`src/rtl/pipe_generator.sv`:
```
// Single scrolling pipe: moving X edges, LFSR-randomised gap, score and pass pulse.
// Optional macro PIPE_SPEEDUP_EN raises scroll speed by 1 px per 8 points, capped at MAX_SPEED.
module pipe_generator #(
  parameter int SCREEN_W    = 640,
  parameter int PIPE_W      = 60,
  parameter int GAP_H       = 120,
  parameter int GAP_MIN_TOP = 60,
  parameter int SPEED       = 2,
  parameter int MAX_SPEED   = 4
) (
  input  logic       Clk,
  input  logic       reset_n,
  input  logic       Start,
  input  logic       Tick,
  input  logic       Halt,
  input  logic [9:0] Bird_X_L,
  output logic [9:0] X_Edge_Left,
  output logic [9:0] X_Edge_Right,
  output logic [9:0] Y_Edge_Top,
  output logic [9:0] Y_Edge_Bottom,
  output logic [7:0] Score,
  output logic       Pipe_Passed,
  output logic       Active
);

  typedef enum logic [2:0] {
    S_IDLE   = 3'b001,
    S_RUN    = 3'b010,
    S_FROZEN = 3'b100
  } state_t;

  localparam logic [9:0] PARK_X   = 10'(SCREEN_W - PIPE_W);
  localparam logic [9:0] RIGHT_X  = 10'(SCREEN_W);
  localparam logic [9:0] PIPE_W10 = 10'(PIPE_W);
  localparam logic [9:0] GAP_H10  = 10'(GAP_H);
  localparam logic [9:0] GAP_MIN  = 10'(GAP_MIN_TOP);

  state_t     state_q;
  logic [7:0] lfsr_q;
  logic       scored_q;

  logic [7:0] lfsr_next;
  logic [9:0] speed;
  logic [9:0] moved_left;
  logic [9:0] moved_right;
  logic [9:0] new_top;

`ifdef PIPE_SPEEDUP_EN
  logic [9:0] boosted;
`endif

  always_comb begin
`ifdef PIPE_SPEEDUP_EN
    // Derived from the registered score, so a new speed applies from the tick after scoring.
    boosted = 10'(SPEED) + {5'd0, Score[7:3]};
    speed   = (boosted > 10'(MAX_SPEED)) ? 10'(MAX_SPEED) : boosted;
`else
    speed   = 10'(SPEED);
`endif
    lfsr_next   = {lfsr_q[6:0], lfsr_q[7] ^ lfsr_q[5] ^ lfsr_q[4] ^ lfsr_q[3]};
    moved_left  = X_Edge_Left - speed;
    moved_right = moved_left + PIPE_W10;
    new_top     = GAP_MIN + {2'b00, lfsr_q};
  end

  // NOTE: every register here, including the LFSR, has an explicit reset value and
  // is written only with non-blocking assignments so all edges update together.
  always_ff @(posedge Clk or negedge reset_n) begin
    if (!reset_n) begin
      state_q       <= S_IDLE;
      lfsr_q        <= 8'hA5;
      scored_q      <= 1'b0;
      X_Edge_Left   <= PARK_X;
      X_Edge_Right  <= RIGHT_X;
      Y_Edge_Top    <= GAP_MIN;
      Y_Edge_Bottom <= GAP_MIN + GAP_H10;
      Score         <= 8'd0;
      Pipe_Passed   <= 1'b0;
      Active        <= 1'b0;
    end else begin
      lfsr_q      <= lfsr_next;
      Pipe_Passed <= 1'b0;
      unique case (state_q)
        S_IDLE: begin
          if (Start) begin
            state_q       <= S_RUN;
            Active        <= 1'b1;
            Score         <= 8'd0;
            scored_q      <= 1'b0;
            Y_Edge_Top    <= new_top;
            Y_Edge_Bottom <= new_top + GAP_H10;
          end
        end
        S_RUN: begin
          if (Halt) begin
            state_q <= S_FROZEN;
            Active  <= 1'b0;
          end else if (Tick) begin
            if (X_Edge_Left < speed) begin
              X_Edge_Left   <= PARK_X;
              X_Edge_Right  <= RIGHT_X;
              Y_Edge_Top    <= new_top;
              Y_Edge_Bottom <= new_top + GAP_H10;
              scored_q      <= 1'b0;
            end else begin
              X_Edge_Left  <= moved_left;
              X_Edge_Right <= moved_right;
              if (!scored_q && (moved_right < Bird_X_L)) begin
                scored_q    <= 1'b1;
                Score       <= (Score == 8'hFF) ? Score : Score + 8'd1;
                Pipe_Passed <= 1'b1;
              end
            end
          end
        end
        S_FROZEN: begin
          if (!Halt) begin
            state_q      <= S_IDLE;
            X_Edge_Left  <= PARK_X;
            X_Edge_Right <= RIGHT_X;
          end
        end
        default: state_q <= S_IDLE;
      endcase
    end
  end

endmodule

```
`config.mk`:
```
export PLATFORM = sky130hd
export DESIGN_NAME = pipe_generator
export DESIGN_NICKNAME = d
export VERILOG_FILES = /design/src/rtl/pipe_generator.sv
export SDC_FILE = /design/constraint.sdc
export NUM_CORES = 1
export LEC_CHECK = 0
export CAP_MARGIN = 20
export CORE_UTILIZATION = 50
export DETAILED_ROUTE_END_ITERATION = 10
export GPL_ROUTABILITY_DRIVEN = 0
export HOLD_SLACK_MARGIN = 0.1
export PLACE_DENSITY = 0.86
export SLEW_MARGIN = 20
export SYNTH_ARGS = -nofsm -noshare
export SYNTH_HDL_FRONTEND = slang
export SYNTH_SLANG_ARGS = --single-unit
```
`constraint.sdc`:
```
create_clock -name Clk -period 8.7 [get_ports Clk]
set_input_delay 1.74 -clock Clk [delete_from_list [all_inputs] [get_ports Clk]]
set_output_delay 1.74 -clock Clk [all_outputs]
set_load 0.01 [all_outputs]
```
=== Yosys cells after proc, flatten, opt, wreduce, memory -nomap -nowiden ===
Cells that the tools add are included.

* $lt $le $gt $ge: 2
* Bitwise operators: 3
* Muxes and demuxes: 45
* Add/sub/neg operators: 5
* Equality and inequality tests: 14
* Reduce and logical (&&, ||, !) cells: 10

{| class="wikitable"
|+ Operator list
! kind !! number
|-
| $mux 10 || 16
|-
| $pmux 10 s2 || 4
|-
| $mux 8 || 6
|-
| $ne 2x2->1 const B || 9
|-
| $pmux 8 s2 || 1
|-
| $mux 1 || 12
|-
| $add 10x6->10 const B || 1
|-
| $add 9x7->10 const B || 1
|-
| $lt 10x10->1 || 1
|-
| $lt 10x2->1 const B || 1
|-
| $reduce_and 5->1 || 2
|-
| $sub 10x2->10 const B || 1
|-
| $add 6x8->9 const A || 1
|-
| $mux 3 || 3
|-
| $pmux 3 s3 || 1
|-
| $add 8x1->8 const B || 1
|-
| $eq 8x8->1 const B || 1
|-
| $reduce_and 7->1 || 1
|-
| $reduce_and 3->1 || 2
|-
| $pmux 1 s2 || 2
|-
| $reduce_and 4->1 || 1
|-
| $reduce_bool 2->1 || 2
|-
| $eq 3x1->1 const B || 1
|-
| $eq 3x2->1 const B || 1
|-
| 5 further kinds || 7
|}

* Input port bits: 15
* Logic and storage cells: 89
* Flip-flop bits (word level): 62

=== Depth between registers and ports, before layout ===
Gate-level depths: netlist (run 1).

* Word-level depth: 9
* Mapped depth: 13
* Gate-level depth less buffers: 13

=== Worst setup path before layout (run 1) ===
Ideal clock, no wire load.

* Path type: input to register
* Start: input port Bird_X_L[3]
* End: register Score[7]
* Stages: 8
* Data arrival time: 3440 ps
* Library setup time: 79 ps
* Data required time: 8621 ps
* Slack: 5181 ps
* Cell sequence: inv_1 ha_1 a211oi_1 nor2_1 o31a_1 o31a_1 nor4_2 mux2i_1

* Cells in the longest elaborated chain, start to end: 4

{| class="wikitable"
|+ RTL lines
! item !! RTL line !! RTL
|-
| start: declaration || 16 || <nowiki>input logic [9:0] Bird_X_L,</nowiki>
|-
| $lt 10x10->1 || 108 || <nowiki>if (!scored_q && (moved_right < Bird_X_L)) begin</nowiki>
|-
| $logic_and 1x1->1 || 108 ||
|-
| $ne 2x2->1 (no source line) || -- ||
|-
| $reduce_and 7->1 (no source line) || -- ||
|-
| end signal: assignment || 110 || <nowiki>Score <= (Score == 8'hFF) ? Score : Score + 8'd1;</nowiki>
|-
| end: declaration || 21 || <nowiki>output logic [7:0] Score,</nowiki>
|}

Every way passes these cells.
A chain may end at the register's enable or synchronous reset.

=== Final worst setup path (run 1) ===
Same ends and word-level chain as after synthesis.

==> out/metrics.cfg, run 1 <==
[cells_and_area]
fin_util_pct=64.1
antenna_cells=0
drive_gt1_share_pct=10.1
final_nets=386
area.growth.synth_to_final_pct=24.1
instances_no_fill=433

[setup_path]
cp_max_fo=5
rr_endpoint=Score[7]
worstReg2RegStart=X_Edge_Left[2]
reg2reg_slack_ns=4.92
ff2ff_path_depth=13
crit_type=in -> reg
startpoint=Bird_X_L[3]
critPathCaptureType=register
cp.arrival_ns=4.04
cp-endpoint=Score[7]
worst_setup_path_start_kind=input port
required_ns=8.93

[power]
total_leakage_power_nw=1.56
p_per_area_nw_per_um2=330
power.total_mw=1.24
ir_worst_vdd_mv=0.180

[cts]
cts_tree=done
cts_buffers=5
clock-sinks=56
post_cts.repair.setup_buffers=0
cts.repair.resized=0
cts_root_buf=clkbuf_8
clk_pin_slew_ns=0.10
insertion_delay_ns=0.31
cts.htree.levels=2
clk_path_buf_depth=2
hold_buffers=0

[routing]
vias=2388
vias_per_cell=5.52
drc_errors=1
dr.first_iter.drc_count=139
ant_nets=0
firstDrtPassIters=7
postRouteWirelength_um=6690
post_drt_wl_per_cell_um=15.4

[logic_synthesis]
synth_seq_cells=56
synth_compound_area_share_pct=16.2
yosysSeqAreaShare_pct=46.8
netlist_area_um2=3040
yosys.area_share.simple_pct=17.4
synth_top_family_by_area=simple AND/OR/NAND/NOR gates
synth_xor_area_share_pct=6.92
syn_inst=300
synth-async-reset-ratio_pct=100
synth_edf_count=0
synthAdderAreaFrac_pct=5.77
synth_cell_types=56
ys_warn_count=0
synth.area.mux_share_pct=1.77
synth_ff_type=dfrtp_1
syn_area_per_cell_um2=10.1

[global_routing]
gr-usage-met2_pct=37.5
grt-busiest-layer=met2
grt_use_total_pct=22.5
grt_pass1_vias=2294
antenna_found_initial=0
grt_start_max_net_pins=57
grt_overflow=0
grt_pass1_wl_um=11000
met3_usage_pct=4.80
use_met1_pct=28.8

[sta]
fmax_mhz=263
final-hold-violation-count=0
worstMarginPinSlew_ns=0.843
slew_viol_final=0
setup_tns_ns=0
relSlewSlack_pct=43.6
setup_viol=0
min_period_over_period_pct=43.7
finalWorstSetupSlack_ns=4.89
rsz0062_at_grt=no
finalCriticalPeriod_ns=3.81
fin_worst_skew_ns=0.00539

[die]
initial_utilization_pct=51.6
core_um2=5890
die_w_um=79.9
pin_count=65
fp.dieH_um=79.9
die_area_um2=6390
row_count=28

[placement]
dp_hpwl_um=4840
dp_slack_ns=4.58
placed_cells=425
io_buffers=62

[run_status]
status=finished with violations
violations=DRC

[worst_hold_path]
hold_path_class=reg -> reg

[flow_run]
cap_violations=0

-- cells in the mapped netlist (all sizes together), types with 9 or more instances --
cell type  instances  area [um^2]
dfrtp             39          976
nand2             32          120
o21ai             25          125
inv               19         71.3
xnor2             18          158
dfstp             17          447
ha                14          175
nor2              14         55.1
nand2b            11         68.8
buf               10         65.1
nor3              10         50.1
a21oi              9         45.0
-- worst min path at each step --
stage,startpoint,end,slack [ns],cells after the start
final,lfsr_q[1],lfsr_q[2],0.39,0
after detailed placement,lfsr_q[1],lfsr_q[2],0.37,0
after global routing,lfsr_q[1],lfsr_q[2],0.40,0
after CTS,lfsr_q[1],lfsr_q[2],0.39,0
after floorplan,lfsr_q[1],lfsr_q[2],0.35,0
after global placement,lfsr_q[1],lfsr_q[2],0.36,0
-- power by group --
part / leakage [nW] / switching (mW) / internal (mW)
Combinational: 0.809 / 0.368 / 0.315
Sequential: 0.706 / 0.0682 / 0.344
Clock: 0.0485 / 0.0891 / 0.0579
Total: 1.56 / 0.526 / 0.717
-- through the flow --
stage	area, um^2	hold slack, ns
final	3770	0.387
after global routing	3770	0.400
after CTS	3770	0.391
after floorplan	3040	0.348
after global placement	3680	0.362
after detailed placement	3680	0.366
-- layer usage --
layer,wire (um),part of all wire [%],vias up
li1,-,-,1170
met4,133,2.0,0
met3,312,4.7,13
met5,0,0,-
met1,2980,45,1143
met2,3260,49,62
-- registers in the layout, indices dropped and copies added, names as in the netlist --
| name | cells |
|---|---|
| Active | 1 |
| Pipe_Passed | 1 |
| Score | 8 |
| X_Edge_Left | 8 |
| X_Edge_Right | 10 |
| Y_Edge_Bottom | 10 |
| Y_Edge_Top | 6 |
| lfsr_q | 8 |
| scored_q | 1 |
| state_q | 3 |
-- cells by family (layout without fill, tap and decap cells) --
| kind of cell | Yosys count | count (layout) |
|---|---|---|
| compound gates | 69 | 69 |
| xor+xnor | 24 | 24 |
| fa+ha+maj | 14 | 14 |
| buf+inv | 33 | 90 |
| flops | 56 | 56 |
| mux | 5 | 5 |
| other cells | 1 | 2 |
| simple gates | 98 | 98 |
-- cell type report --
cell class	instances	area, um^2
timing repair buffer	63	623
tap	75	93.8
fill	482	2120
multi-input combinational	212	1470
sequential	56	1420
inverter	19	71.3
clock inverter	3	22.5
clock buffer	5	68.8
-- cells in the final DEF (no fill, tap or decap), types with 11 or more instances in the layout --
cell             netlist  routed
xnor2_1               18      18
clkdlybuf4s50_1        0      61
inv_1                 19      19
dfstp_2               17      17
o21ai_0               15      15
ha_1                  14      14
nand2_1               32      32
nor2_1                13      13
nand2b_1              11      11
dfrtp_1               39      39
-- critical path, stage by stage --
cell and delay (ns):
clkdlybuf4s50_1 0.45, inv_1 0.04, ha_1 0.30, a211oi_1 0.21
nor2_1 0.08, o31a_1 0.37, o31a_1 0.34, nor4_2 0.28
mux2i_1 0.23
Note: power is estimated with default switching activity, not from simulation.
==> inputs of run 2 (changes only) <==
--- a/config.mk
+++ b/config.mk
@@ -6,11 +6,11 @@
 export NUM_CORES = 1
 export LEC_CHECK = 0
 export CAP_MARGIN = 20
-export CORE_UTILIZATION = 50
+export CORE_UTILIZATION = 46
 export DETAILED_ROUTE_END_ITERATION = 10
 export GPL_ROUTABILITY_DRIVEN = 0
 export HOLD_SLACK_MARGIN = 0.1
-export PLACE_DENSITY = 0.86
+export PLACE_DENSITY = 0.83
 export SLEW_MARGIN = 20
 export SYNTH_ARGS = -nofsm -noshare
 export SYNTH_HDL_FRONTEND = slang
==> constraint.sdc (replaced) <==
create_clock -name Clk -period 3 [get_ports Clk]
set_input_delay 0.6 -clock Clk [delete_from_list [all_inputs] [get_ports Clk]]
set_output_delay 0.6 -clock Clk [all_outputs]
set_load 0.01 [all_outputs]
==> out/metrics.cfg, run 2 (same netlist as run 1, synthesis figures left out) <==
[cts]
clock-sinks=56  ; unchanged
hold_buffers=0  ; unchanged
cts_root_buf=clkbuf_8  ; unchanged
cts.htree.levels=2  ; unchanged
clk_path_buf_depth=2  ; unchanged
cts_buffers=5  ; unchanged
clk_pin_slew_ns=0.11  ; was 0.10 ns
insertion_delay_ns=0.32  ; was 0.31 ns
cts_tree=done  ; unchanged

[setup_path]
critPathCaptureType=register  ; unchanged
cp_max_fo=6  ; was 5
worst_setup_path_start_kind=register  ; was input port
required_ns=3.26  ; was 8.93 ns
critPathSlowestCell=dfstp_2  ; was clkdlybuf4s50_1
crit_type=reg -> reg  ; was in -> reg
max_stage_delay_ns=0.56  ; was 0.45 ns
path_cells=inv_2 > ha_4 > nor4b_4 > a31o_2 > a2111oi_4 > xnor2_1 > ha_1 > and4_1 > o31a_1 > o31ai_4 > and2_4 > mux2i_1  ; was clkdlybuf4s50_1 > inv_1 > ha_1 > a211oi_1 > nor2_1 > o31a_1 > o31a_1 > nor4_2 > mux2i_1
cp.arrival_ns=3.47  ; was 4.04 ns

[cells_and_area]
reg.largest.list=X_Edge_Right (10), Y_Edge_Bottom (10)  ; unchanged
layout_commonest_cell=clkdlybuf4s50_1  ; unchanged
drive_gt1_share_pct=23.1  ; was 10.1%
antenna_cells=0  ; unchanged
final_nets=418  ; was 386
area.growth.synth_to_final_pct=37.8  ; was 24.1%
final_cell_mix=clkdlybuf4s50_1 (61), dfrtp_1 (38), nand2_1 (32), buf_4 (31)  ; was clkdlybuf4s50_1 (61), dfrtp_1 (39), nand2_1 (32), inv_1 (19), xnor2_1 (18)

[routing]
postRouteWirelength_um=7470  ; was 6690 um
post_drt_wl_per_cell_um=16.0  ; was 15.4 um
vias=2530  ; was 2388
vias_per_cell=5.42  ; was 5.52
ant_nets=0  ; unchanged
drc_errors=0  ; was 1
firstDrtPassIters=4  ; was 7
dr.first_iter.drc_count=151  ; was 139

[global_routing]
grt_overflow=0  ; unchanged
grt_pass1_vias=2578  ; was 2294
grt_use_total_pct=22.9  ; was 22.5%
antenna_found_initial=0  ; unchanged
grt_start_max_net_pins=33  ; was 57
grt_pass1_wl_um=12700  ; was 11000 um

[placement]
dp_slack_ns=-0.256  ; was 4.58 ns
dp_hpwl_um=5130  ; was 4840 um
io_buffers=62  ; unchanged

[power]
power.total_mw=4.58  ; was 1.24 mW
p_per_area_nw_per_um2=1100  ; was 330 nW/um^2
total_leakage_power_nw=1.77  ; was 1.56 nW
ir_worst_vdd_mv=0.634  ; was 0.180 mV

[sta]
min_period_over_period_pct=107
finalWorstSetupSlack_ns=-0.219  ; was 4.89 ns
rsz0062_at_grt=yes  ; was no
relSlewSlack_pct=58.6  ; was 43.6%
finalCriticalPeriod_ns=3.22
final-hold-violation-count=0  ; unchanged
setup_viol=8  ; was 0
fmax_mhz=311
fin_worst_skew_ns=0.00715  ; was 0.00539 ns
whs_ns=0.265  ; was 0.387 ns
worstMarginPinSlew_ns=0.617  ; was 0.843 ns
slew_viol_final=0  ; unchanged

[die]
row_count=29  ; was 28
core_um2=6350  ; was 5890 um^2
fp.dieH_um=83.3  ; was 79.9 um
initial_utilization_pct=47.8  ; was 51.6%
die_area_um2=6930  ; was 6390 um^2
die_w_um=83.3  ; was 79.9 um
pin_count=65  ; unchanged

[worst_hold_path]
hold_path_class=in -> async  ; was reg -> reg

[run_status]
violations=setup timing  ; was DRC
status=finished with violations  ; unchanged

[flow_run]
cap_violations=0  ; unchanged

==> run 2: changes by cell type in the layout (fill, tap and decap cells not counted), sizes merged <==
cell,previous run,this run
buf,2,34
clkinv,2,1
clkinvlp,0,1
==> run 2: metal layers <==
metal / GRT usage, % / wire length (um) / vias up
li1: - / - / 1232
met1: 30.6 / 3410 / 1238
met2: 39.0 / 3720 / 55
met3: 3.48 / 288 / 5
met4: 5.96 / 56 / 0
met5: 0 / 0 / -
==> run 2: cell type report <==
type	instances	area, um^2
fill	486	2160
multi-input combinational	212	1630
sequential	56	1420
timing repair buffer	95	871
tap	77	96.3
inverter	19	71.3
clock buffer	5	68.8
clock inverter	3	27.5
==> run 2: worst max-delay path: cells and delay by family (launching register included) <==
family / cells / cell delay, ns
flops: 1 / 0.56
xor+xnor: 1 / 0.19
fa+ha+maj: 2 / 0.52
mux: 1 / 0.17
buf+inv: 1 / 0.05
simple gates: 3 / 0.54
compound gates: 4 / 1.13
==> run 2: per-stage QoR <==
stage | std cells | cell area, um^2 | TNS (ns) | util (%)
floorplan | 301 | 3110 | -0.131 | -
global route | 467 | 4190 | -2.55 | 65.9
global placement | 451 | 3920 | -1.06 | 61.8
finish | 467 | 4190 | -1.36 | 65.9
detailed placement | 451 | 3920 | -1.73 | 61.8
CTS | 464 | 4140 | -1.13 | 65.2
==> run 2: worst paths after layout <==
| check | from | endpoint | slack, ns | cells past startpoint |
|---|---|---|---|---|
| max | X_Edge_Left[2] | Score[1] | -0.22 | 12 |
| min | reset_n | Score[3] | 0.27 | 1 |
| max reg2reg | X_Edge_Left[2] | Score[1] | -0.22 | 12 |
| min reg2reg | lfsr_q[1] | lfsr_q[2] | 0.40 | 0 |
| max in group asynchronous | reset_n | X_Edge_Right[7] | 1.87 | 2 |
| min in group Clk | lfsr_q[1] | lfsr_q[2] | 0.40 | 0 |
==> run 2: what timing repair did <==
item,4_1_cts,5_1_grt
setup buffers,5,4
endpoints found under the setup margin,9,9
pin swaps,18,10
resized for setup,15,7
hold endpoints to repair,0,0
==> run 2: power by group <==
| group | internal (mW) | total, mW | switching, mW |
|---|---|---|---|
| combinational | 1.55 | 2.97 | 1.41 |
| sequential | 0.998 | 1.17 | 0.169 |
| clock | 0.172 | 0.450 | 0.277 |
